--- config.mk ---
export PLATFORM = sky130hd
export DESIGN_NAME = booth_r4_seq_mult
export DESIGN_NICKNAME = d
export VERILOG_FILES = /design/src/rtl/booth_pkg.sv /design/src/rtl/booth_pp_gen.sv /design/src/rtl/booth_r4_seq_mult.sv
export SDC_FILE = /design/constraint.sdc
export NUM_CORES = 1
export LEC_CHECK = 0
export ABC_AREA = 0
export CORE_ASPECT_RATIO = 1.4
export CORE_UTILIZATION = 58
export DETAILED_ROUTE_END_ITERATION = 10
export HOLD_SLACK_MARGIN = 0.03
export PLACE_DENSITY = 0.92
export SLEW_MARGIN = 20
export SYNTH_ARGS = -nofsm -noshare
export SYNTH_HDL_FRONTEND = slang
export SYNTH_HIERARCHICAL = 1
export SYNTH_SLANG_ARGS = --single-unit
--- constraint.sdc ---
create_clock -name clk -period 4.35 [get_ports clk]
set_input_delay 1.305 -clock clk [delete_from_list [all_inputs] [get_ports clk]]
set_output_delay 1.305 -clock clk [all_outputs]
set_load 0.05 [all_outputs]
--- src/rtl/booth_pkg.sv ---
// ---------------------------------------------------------------------------
// booth_pkg
// Shared definitions for the sequential radix-4 Booth multiplier:
//   - state_e      : controller states (IDLE / RUN / DONE)
//   - digit_e      : recoded Booth digit (0, +1, +2, -1, -2)
//   - booth_decode : maps the triplet {b[1], b[0], prev} to a digit
// ---------------------------------------------------------------------------
package booth_pkg;

   typedef enum logic [1:0] {
      IDLE = 2'd0,
      RUN  = 2'd1,
      DONE = 2'd2
   } state_e;

   typedef enum logic [2:0] {
      ZERO = 3'd0,
      POS1 = 3'd1,
      POS2 = 3'd2,
      NEG1 = 3'd3,
      NEG2 = 3'd4
   } digit_e;

   // Radix-4 recoding of {b[i+1], b[i], b[i-1]}.
   function automatic digit_e booth_decode(input logic [2:0] trip);
      digit_e d;
      case (trip)
         3'b000, 3'b111: d = ZERO;
         3'b001, 3'b010: d = POS1;
         3'b011:         d = POS2;
         3'b100:         d = NEG2;
         3'b101, 3'b110: d = NEG1;
         default:        d = ZERO;
      endcase
      return d;
   endfunction

endpackage

--- src/rtl/booth_pp_gen.sv ---
// ---------------------------------------------------------------------------
// booth_pp_gen
// Combinational partial-product selector for one radix-4 Booth digit.
// Ports:
//   mcand  in  PW  multiplicand, already aligned to the current digit
//   digit  in  3   Booth digit code (digit_e)
//   pp     out PW  0 / +M / -M / +2M / -2M, modulo 2^PW
// ---------------------------------------------------------------------------
module booth_pp_gen
   import booth_pkg::*;
#(
   parameter int PW = 16
) (
   input  logic [PW-1:0] mcand,
   input  digit_e        digit,
   output logic [PW-1:0] pp
);

   localparam logic [PW-1:0] ONE_C = {{(PW-1){1'b0}}, 1'b1};

   logic [PW-1:0] dbl_s;

   assign dbl_s = {mcand[PW-2:0], 1'b0};

   // Digit-driven select; negation is invert-plus-one so the adder stays plain.
   always_comb begin
      pp = {PW{1'b0}};
      case (digit)
         ZERO:    pp = {PW{1'b0}};
         POS1:    pp = mcand;
         POS2:    pp = dbl_s;
         NEG1:    pp = ~mcand + ONE_C;
         NEG2:    pp = ~dbl_s + ONE_C;
         default: pp = {PW{1'b0}};
      endcase
   end

endmodule

--- src/rtl/booth_r4_seq_mult.sv ---
// ---------------------------------------------------------------------------
// booth_r4_seq_mult
// Sequential radix-4 Booth multiplier, one digit per clock, signed or
// unsigned per operation, valid/ready on both sides.
// Ports:
//   clk, rst            clock, asynchronous active-high reset
//   in_valid/in_ready   operand handshake (in_ready only in IDLE, 0 in reset)
//   is_signed           1: two's complement operands, 0: unsigned
//   a, b                multiplicand, multiplier (WIDTH bits)
//   out_valid/out_ready result handshake; product held while out_valid=1
//   product             2*WIDTH-bit exact product
//   busy                high while an operation is in RUN or DONE
// ---------------------------------------------------------------------------
module booth_r4_seq_mult
   import booth_pkg::*;
#(
   parameter int WIDTH = 8
) (
   input  logic               clk,
   input  logic               rst,
   input  logic               in_valid,
   output logic               in_ready,
   input  logic               is_signed,
   input  logic [WIDTH-1:0]   a,
   input  logic [WIDTH-1:0]   b,
   output logic               out_valid,
   input  logic               out_ready,
   output logic [2*WIDTH-1:0] product,
   output logic               busy
);

   localparam int N_DIGITS = WIDTH / 32'sd2 + 32'sd1;
   localparam int PW       = 2 * WIDTH;
   localparam int MW       = WIDTH + 32'sd2;
   localparam int CNT_W    = $clog2(N_DIGITS + 32'sd1);
   localparam logic [CNT_W-1:0] LAST_C = CNT_W'(N_DIGITS - 32'sd1);
   localparam logic [CNT_W-1:0] INC_C  = {{(CNT_W-1){1'b0}}, 1'b1};

   generate
      if (((WIDTH % 32'sd2) != 32'sd0) || (WIDTH < 32'sd4)) begin : g_bad_width
         $error("booth_r4_seq_mult: WIDTH must be even and >= 4");
      end
   endgenerate

   state_e           state_r;
   state_e           state_s;
   logic [PW-1:0]    mcand_r;
   logic [MW-1:0]    mplier_r;
   logic             prev_r;
   logic [PW-1:0]    acc_r;
   logic [CNT_W-1:0] cnt_r;
   logic [PW-1:0]    product_r;
   logic             out_valid_r;
   logic             busy_r;

   digit_e           digit_s;
   logic [PW-1:0]    pp_s;
   logic [PW-1:0]    acc_sum_s;
   logic             last_s;
   logic             accept_s;
   logic [PW-1:0]    a_ext_s;
   logic [MW-1:0]    b_ext_s;

   // Multiplicand is widened to the full product width so left shifts never lose
   // bits; the multiplier gets two extra bits so the final digit sees the
   // sign (signed) or a zero top (unsigned, needed for the all-ones case).
   assign a_ext_s = {{WIDTH{is_signed & a[WIDTH-1]}}, a};
   assign b_ext_s = {{2{is_signed & b[WIDTH-1]}}, b};

   assign digit_s   = booth_decode({mplier_r[1:0], prev_r});
   assign acc_sum_s = acc_r + pp_s;
   assign last_s    = (cnt_r == LAST_C);

   booth_pp_gen #(.PW(PW)) u_pp_gen (
      .mcand (mcand_r),
      .digit (digit_s),
      .pp    (pp_s)
   );

   assign in_ready  = (state_r == IDLE) & ~rst;
   assign out_valid = out_valid_r;
   assign busy      = busy_r;
   assign product   = product_r;

   // Next-state decode and operand acceptance.
   always_comb begin
      state_s  = state_r;
      accept_s = 1'b0;
      case (state_r)
         IDLE: begin
            if (in_valid) begin
               state_s  = RUN;
               accept_s = 1'b1;
            end else begin
               state_s  = IDLE;
            end
         end
         RUN: begin
            if (last_s) begin
               state_s = DONE;
            end else begin
               state_s = RUN;
            end
         end
         DONE: begin
            if (out_ready) begin
               state_s = IDLE;
            end else begin
               state_s = DONE;
            end
         end
         default: state_s = IDLE;
      endcase
   end

   // State register plus registered status outputs derived from the next state.
   always_ff @(posedge clk or posedge rst) begin
      if (rst) begin
         state_r     <= IDLE;
         out_valid_r <= 1'b0;
         busy_r      <= 1'b0;
      end else begin
         state_r     <= state_s;
         out_valid_r <= (state_s == DONE);
         busy_r      <= (state_s != IDLE);
      end
   end

   // Datapath: operand capture in IDLE, one Booth digit retired per RUN cycle.
   always_ff @(posedge clk or posedge rst) begin
      if (rst) begin
         mcand_r   <= {PW{1'b0}};
         mplier_r  <= {MW{1'b0}};
         prev_r    <= 1'b0;
         acc_r     <= {PW{1'b0}};
         cnt_r     <= {CNT_W{1'b0}};
         product_r <= {PW{1'b0}};
      end else begin
         case (state_r)
            IDLE: begin
               if (accept_s) begin
                  mcand_r  <= a_ext_s;
                  mplier_r <= b_ext_s;
                  prev_r   <= 1'b0;
                  acc_r    <= {PW{1'b0}};
                  cnt_r    <= {CNT_W{1'b0}};
               end
            end
            RUN: begin
               acc_r    <= acc_sum_s;
               mcand_r  <= {mcand_r[PW-3:0], 2'b00};
               mplier_r <= {{2{mplier_r[MW-1]}}, mplier_r[MW-1:2]};
               prev_r   <= mplier_r[1];
               cnt_r    <= cnt_r + INC_C;
               if (last_s) begin
                  product_r <= acc_sum_s;
               end
            end
            default: begin
               // DONE holds everything, product included.
            end
         endcase
      end
   end

endmodule

== Word level (Yosys, flattened, before mapping) ==
Memories as Yosys holds them, arrays and structs flattened.
Index checks and enable logic that the tools add are counted.

* Muxes and demuxes: 17
* $add $sub $neg: 4
* Reductions and logical operators: 6
* Bitwise operators: 7
* Equal/unequal tests: 9

{| class="wikitable"
|+ Operator list
! cell !! count
|-
| $pmux W16 S2 || 2
|-
| $pmux W16 S4 || 1
|-
| $add A16 B1 Y16 const B || 2
|-
| $mux W16 || 2
|-
| $not A16 Y16 || 2
|-
| $pmux W10 S2 || 1
|-
| $add A16 B16 Y16 || 1
|-
| $mux W10 || 1
|-
| $eq A3 B2 Y1 const B || 2
|-
| $eq A3 B3 Y1 const B || 2
|-
| $pmux W2 S3 || 1
|-
| $pmux W3 S2 || 1
|-
| $eq A2 B2 Y1 const B || 2
|-
| $mux W1 || 4
|-
| $mux W2 || 2
|-
| $reduce_and A2 Y1 || 2
|-
| $reduce_bool A2 Y1 || 2
|-
| $add A3 B1 Y3 const B || 1
|-
| $and A1 B1 Y1 || 3
|-
| $eq A3 B1 Y1 const B || 1
|-
| $mux W3 || 1
|-
| $reduce_and A3 Y1 || 1
|-
| $eq A2 B1 Y1 const B || 1
|-
| $logic_not A2 Y1 || 1
|-
| 3 further kinds || 4
|}

* Register bits: 66
* Word-level logic and storage cells: 54
* Memories: 1
* Memory bits (read-only): 24
* Input port bits: 21

{| class="wikitable"
|+ Memories
! name !! words !! bits a word !! rd ports !! clocked after Yosys merged registers in !! write ports !! RTL line !! RTL
|-
| (name not given) || 8 || 3 || 1 || 0 || 0 || booth_pkg.sv:27 || <nowiki>case (trip)</nowiki>
|}

== Depth between registers and ports, before layout ==
* Word-level depth: 5
* Depth in mapped cells: 16
* Depth with buffers taken out: 15

== Modules after synthesis ==
Netlist, hierarchy kept.

{| class="wikitable"
|+ Modules (own cells, without submodules)
! module !! instances !! cells each !! seq. area each (um2) !! area each (um2)
|-
| booth_r4_seq_mult || 1 || 354 || 1651.6 || 3379.5
|-
| booth_pp_gen || 1 || 119 || 0.0 || 755.7
|}

== Worst setup path before layout ==
Ideal clock, no wire load.

* Path kind: input-to-output
* From: in rst
* To: out in_ready
* Setup slack: 0.695 ns
* Cell stages on the path: 1
* Buffers on the path: 0
* Arrival: 2.350 ns
* Path through: nor3_1

* Word-level cells in the longest chain between the ends: 2

{| class="wikitable"
|+ Ends and longest elaborated chain
! what !! RTL line !! RTL
|-
| start: declaration || booth_r4_seq_mult.sv:20 || <nowiki>input logic rst,</nowiki>
|-
| $not A1 Y1 || booth_r4_seq_mult.sv:80 || <nowiki>assign in_ready = (state_r == IDLE) & ~rst;</nowiki>
|-
| $and A1 B1 Y1 || booth_r4_seq_mult.sv:80 ||
|-
| end: declaration || booth_r4_seq_mult.sv:22 || <nowiki>output logic in_ready,</nowiki>
|}

No other way between the ends.

== Worst setup path in the final report ==
* From: reg prev_r
* To: reg product_r[10], in the netlist product[10]

* Word-level cells in the longest chain between the ends: 4
* Elaborated cells on any way between the ends: 7
* Those cells by class: 1 x add/sub; 4 x eq/ne; 1 x mux; 1 x memory

{| class="wikitable"
|+ Ends and longest elaborated chain
! what !! RTL line !! RTL
|-
| start: declaration || booth_r4_seq_mult.sv:49 || <nowiki>logic prev_r;</nowiki>
|-
| start signal: assignment || booth_r4_seq_mult.sv:153 || <nowiki>prev_r <= mplier_r[1];</nowiki>
|-
| $mem_v2 Z8 W3 * || n/a ||
|-
| via digit_s[1] || booth_r4_seq_mult.sv:56 || <nowiki>digit_e digit_s;</nowiki>
|-
| $eq A3 B3 Y1, or another cell as far along || booth_pp_gen.sv:28 || <nowiki>case (digit)</nowiki>
|-
| $pmux W16 S4 * || booth_pp_gen.sv:28 ||
|-
| via pp_s[2] || booth_r4_seq_mult.sv:57 || <nowiki>logic [PW-1:0] pp_s;</nowiki>
|-
| $add A16 B16 Y16 * || booth_r4_seq_mult.sv:71 || <nowiki>assign acc_sum_s = acc_r + pp_s;</nowiki>
|-
| end signal: assignment || booth_r4_seq_mult.sv:137 || <nowiki>product_r <= {PW{1'b0}};</nowiki>
|-
| end signal: assignment || booth_r4_seq_mult.sv:156 || <nowiki>product_r <= acc_sum_s;</nowiki>
|-
| end: declaration || booth_r4_seq_mult.sv:52 || <nowiki>logic [PW-1:0] product_r;</nowiki>
|}

The timed path passes the listed nets; every way through them passes the cells marked *.
A chain may end at the register's enable or synchronous reset.

==> results.ini <==
[clock_network]
cts_buffers=9
cts_resized=0
clk_pin_slew_ns=0.07
htree_levels=3
clk_latency_ns=0.36
ctsHoldBuffers=0
clkSinkCount=66
root_buffer=clkbuf_8
cts_buffer_depth=2
cts_tree=yes
post_cts_buffers=0

[run]
drv_cap=0

[setup_path]
crit_slowest_cell=nor2_1
end_kind=register
crit_family=compound AO/OA/AOI/OAI gates
cp_max_fo=13
cp.arrival_ns=4.22
worstPathRequired_ns=4.58
crit_type=reg -> reg
cpPeakStageDelay_ns=0.45
cp_num_buf_inv=1
cp_cell_sequence=inv_1 > ha_1 > mux2_2 > nand2b_1 > nor2_1 > a22oi_1 > o21ai_0 > ha_1 > a21o_1 > a221oi_4 > a21boi_2 > o21ai_0 > a21boi_0 > o31ai_1
startpoint_type=register

[yosys]
ys.flop_type=dfrtp_1
async_flop_share=1.00
synth_edf_count=0
synthCells=473
syn_avg_cell_area_sq_um=8.74
ys_seq_elements=66
yosysSeqAreaShare=0.399
synth_cell_type_count=52
synthesis.nets=515
syn_area_sq_um=4140
yosysWarnings=6

[sta]
setup_tns_ns=0
hold_violations=0
max_clock_freq_ghz=0.251
period_share=0.917
worst_pin_slew_ns=1.03
finalMaxSlewViolations=0
grt_setup_unrepaired=false
min_period_ns=3.99
timing.slew.headroom=0.315
finalClockSkew_ns=0.00686
setup_viol=0

[global_routing]
grt_max_degree=67
overflow=0
grt_antenna_before_repair=0
grt_pass1_wl_microns=16100
gr-usage-all-layers=0.283
grt_pass1_vias=3527

[place]
port_buffers=39
hpwl_microns=6990
dpl_cell_area_sq_um=4620
placedCellCount=590
gp_congestion=1.04

[detailed_routing]
via_count=3614
vias_per_cell=5.96
wl_per_cell_microns=15.8
wl_microns=9580
first_pass_iters=5
drcViolationCount=0
ant_nets=0
drtIter0Drc=256

[floorplan]
die_area_sq_um=7480
die_w_microns=73.4
initial_core_util=0.596
io_pins=40
core-area_sq_um=6940
die_y_microns=102
num_rows=36

[final_layout]
nets=548
diodes=0
drive_gt1_frac=0.0841
syn2layout_area_growth_pct=16.6
final_cells=606
layout_common_cells=nand2_1 (87), dfrtp_1 (66), o21ai_0 (46)
layout_commonest_cell=nand2_1
final_cell_area_sq_um=4820
fillCellCount=593

[min_path]
worstHoldPathType=reg -> reg

[status]
status=complete, no violations

[final timing paths]
| kind | cells past startpoint | startpoint | slack (ns) | to |
|---|---|---|---|---|
| max | 14 | prev_r | 0.36 | product[10] |
| min | 2 | product[2] | 0.48 | product[2] |
| max reg2reg | 14 | prev_r | 0.36 | product[10] |
| min reg2reg | 2 | product[2] | 0.48 | product[2] |
| max in group asynchronous | 3 | rst | 2.27 | acc_r[8] |
| min in group asynchronous | 3 | rst | 1.56 | cnt_r[1] |
[worst reg2reg max path, stage by stage (launching register included)]
cell      delay (ns)
dfrtp_1         0.36
inv_1           0.06
ha_1            0.28
mux2_2          0.38
nand2b_1        0.28
nor2_1          0.45
a22oi_1         0.17
o21ai_0         0.14
ha_1            0.32
a21o_1          0.24
a221oi_4        0.34
a21boi_2        0.17
o21ai_0         0.22
a21boi_0        0.13
o31ai_1         0.30
[layout make-up]
cell class / count / area (sq um) / share of cell area
multi-input combinational: 367 / 2330 / 0.484
sequential: 66 / 1650 / 0.343
timing repair buffer: 50 / 470 / 0.0976
clock buffer: 11 / 151 / 0.0314
tap: 95 / 119 / 0.0246
clock inverter: 5 / 52.6 / 0.0109
inverter: 12 / 45.0 / 0.00934
[metal layers]
metal	wire (microns)	track usage	vias up
li1	-	-	1756
met1	3960	0.349	1722
met2	4910	0.473	108
met3	375	0.0375	28
met4	333	0.163	0
met5	0	0	-
[synthesized netlist by cell type, types with 3 or more instances]
cell type	instances	area, sq um
dfrtp_1	66	1650
o31ai_1	4	30.0
nor3_1	6	30.0
nor2_1	30	113
or3_1	5	31.3
o21ai_1	3	15.0
nand2_1	87	327
nand4_1	4	25.0
and2_1	4	25.0
xnor2_1	14	123
o22ai_1	5	31.3
mux2_2	4	45.0
nor4_1	3	18.8
buf_2	3	15.0
a21o_1	5	37.5
ha_1	20	250
xor2_1	12	105
inv_1	12	45.0
a22oi_1	32	240
clkbuf_1	25	93.8
a221o_1	4	40.0
nand2b_1	5	31.3
o21ai_0	46	230
nand3_1	20	100
a21oi_1	10	50.1
nor2b_1	5	31.3
a32oi_1	3	26.3
[per-stage QoR]
| step | setup WS, ns | util | hold slack (ns) |
|---|---|---|---|
| global placement | 0.448 | 0.666 | 0.458 |
| floorplan | 0.695 | - | 0.446 |
| global route | 0.126 | 0.695 | 0.502 |
| CTS | 0.398 | 0.695 | 0.485 |
| finish | 0.361 | 0.695 | 0.480 |
| detailed placement | 0.434 | 0.666 | 0.469 |
[flip-flops by register name, summed over array words and instances (netlist names)]
signal and cells:
cnt_r 3, state_r 2, mplier_r 10, out_valid 1
product 16, prev_r 1, busy 1, acc_r 16
mcand_r 16
[cells by family (layout without fill, tap and decap cells)]
| family | after synthesis | after routing | synth area share |
|---|---|---|---|
| multiplexers | 6 | 6 | 0.0157 |
| adder cells (fa/ha/maj) | 21 | 21 | 0.0654 |
| flip-flops | 66 | 66 | 0.399 |
| buffers and inverters | 40 | 78 | 0.0372 |
| AO/OA/AOI/OAI | 133 | 133 | 0.221 |
| AND/OR/NAND/NOR | 180 | 180 | 0.201 |
| XOR/XNOR | 27 | 27 | 0.0605 |
Power is not shown: default switching activity piles up to over one toggle a cycle in this logic, so the estimate is an artifact.
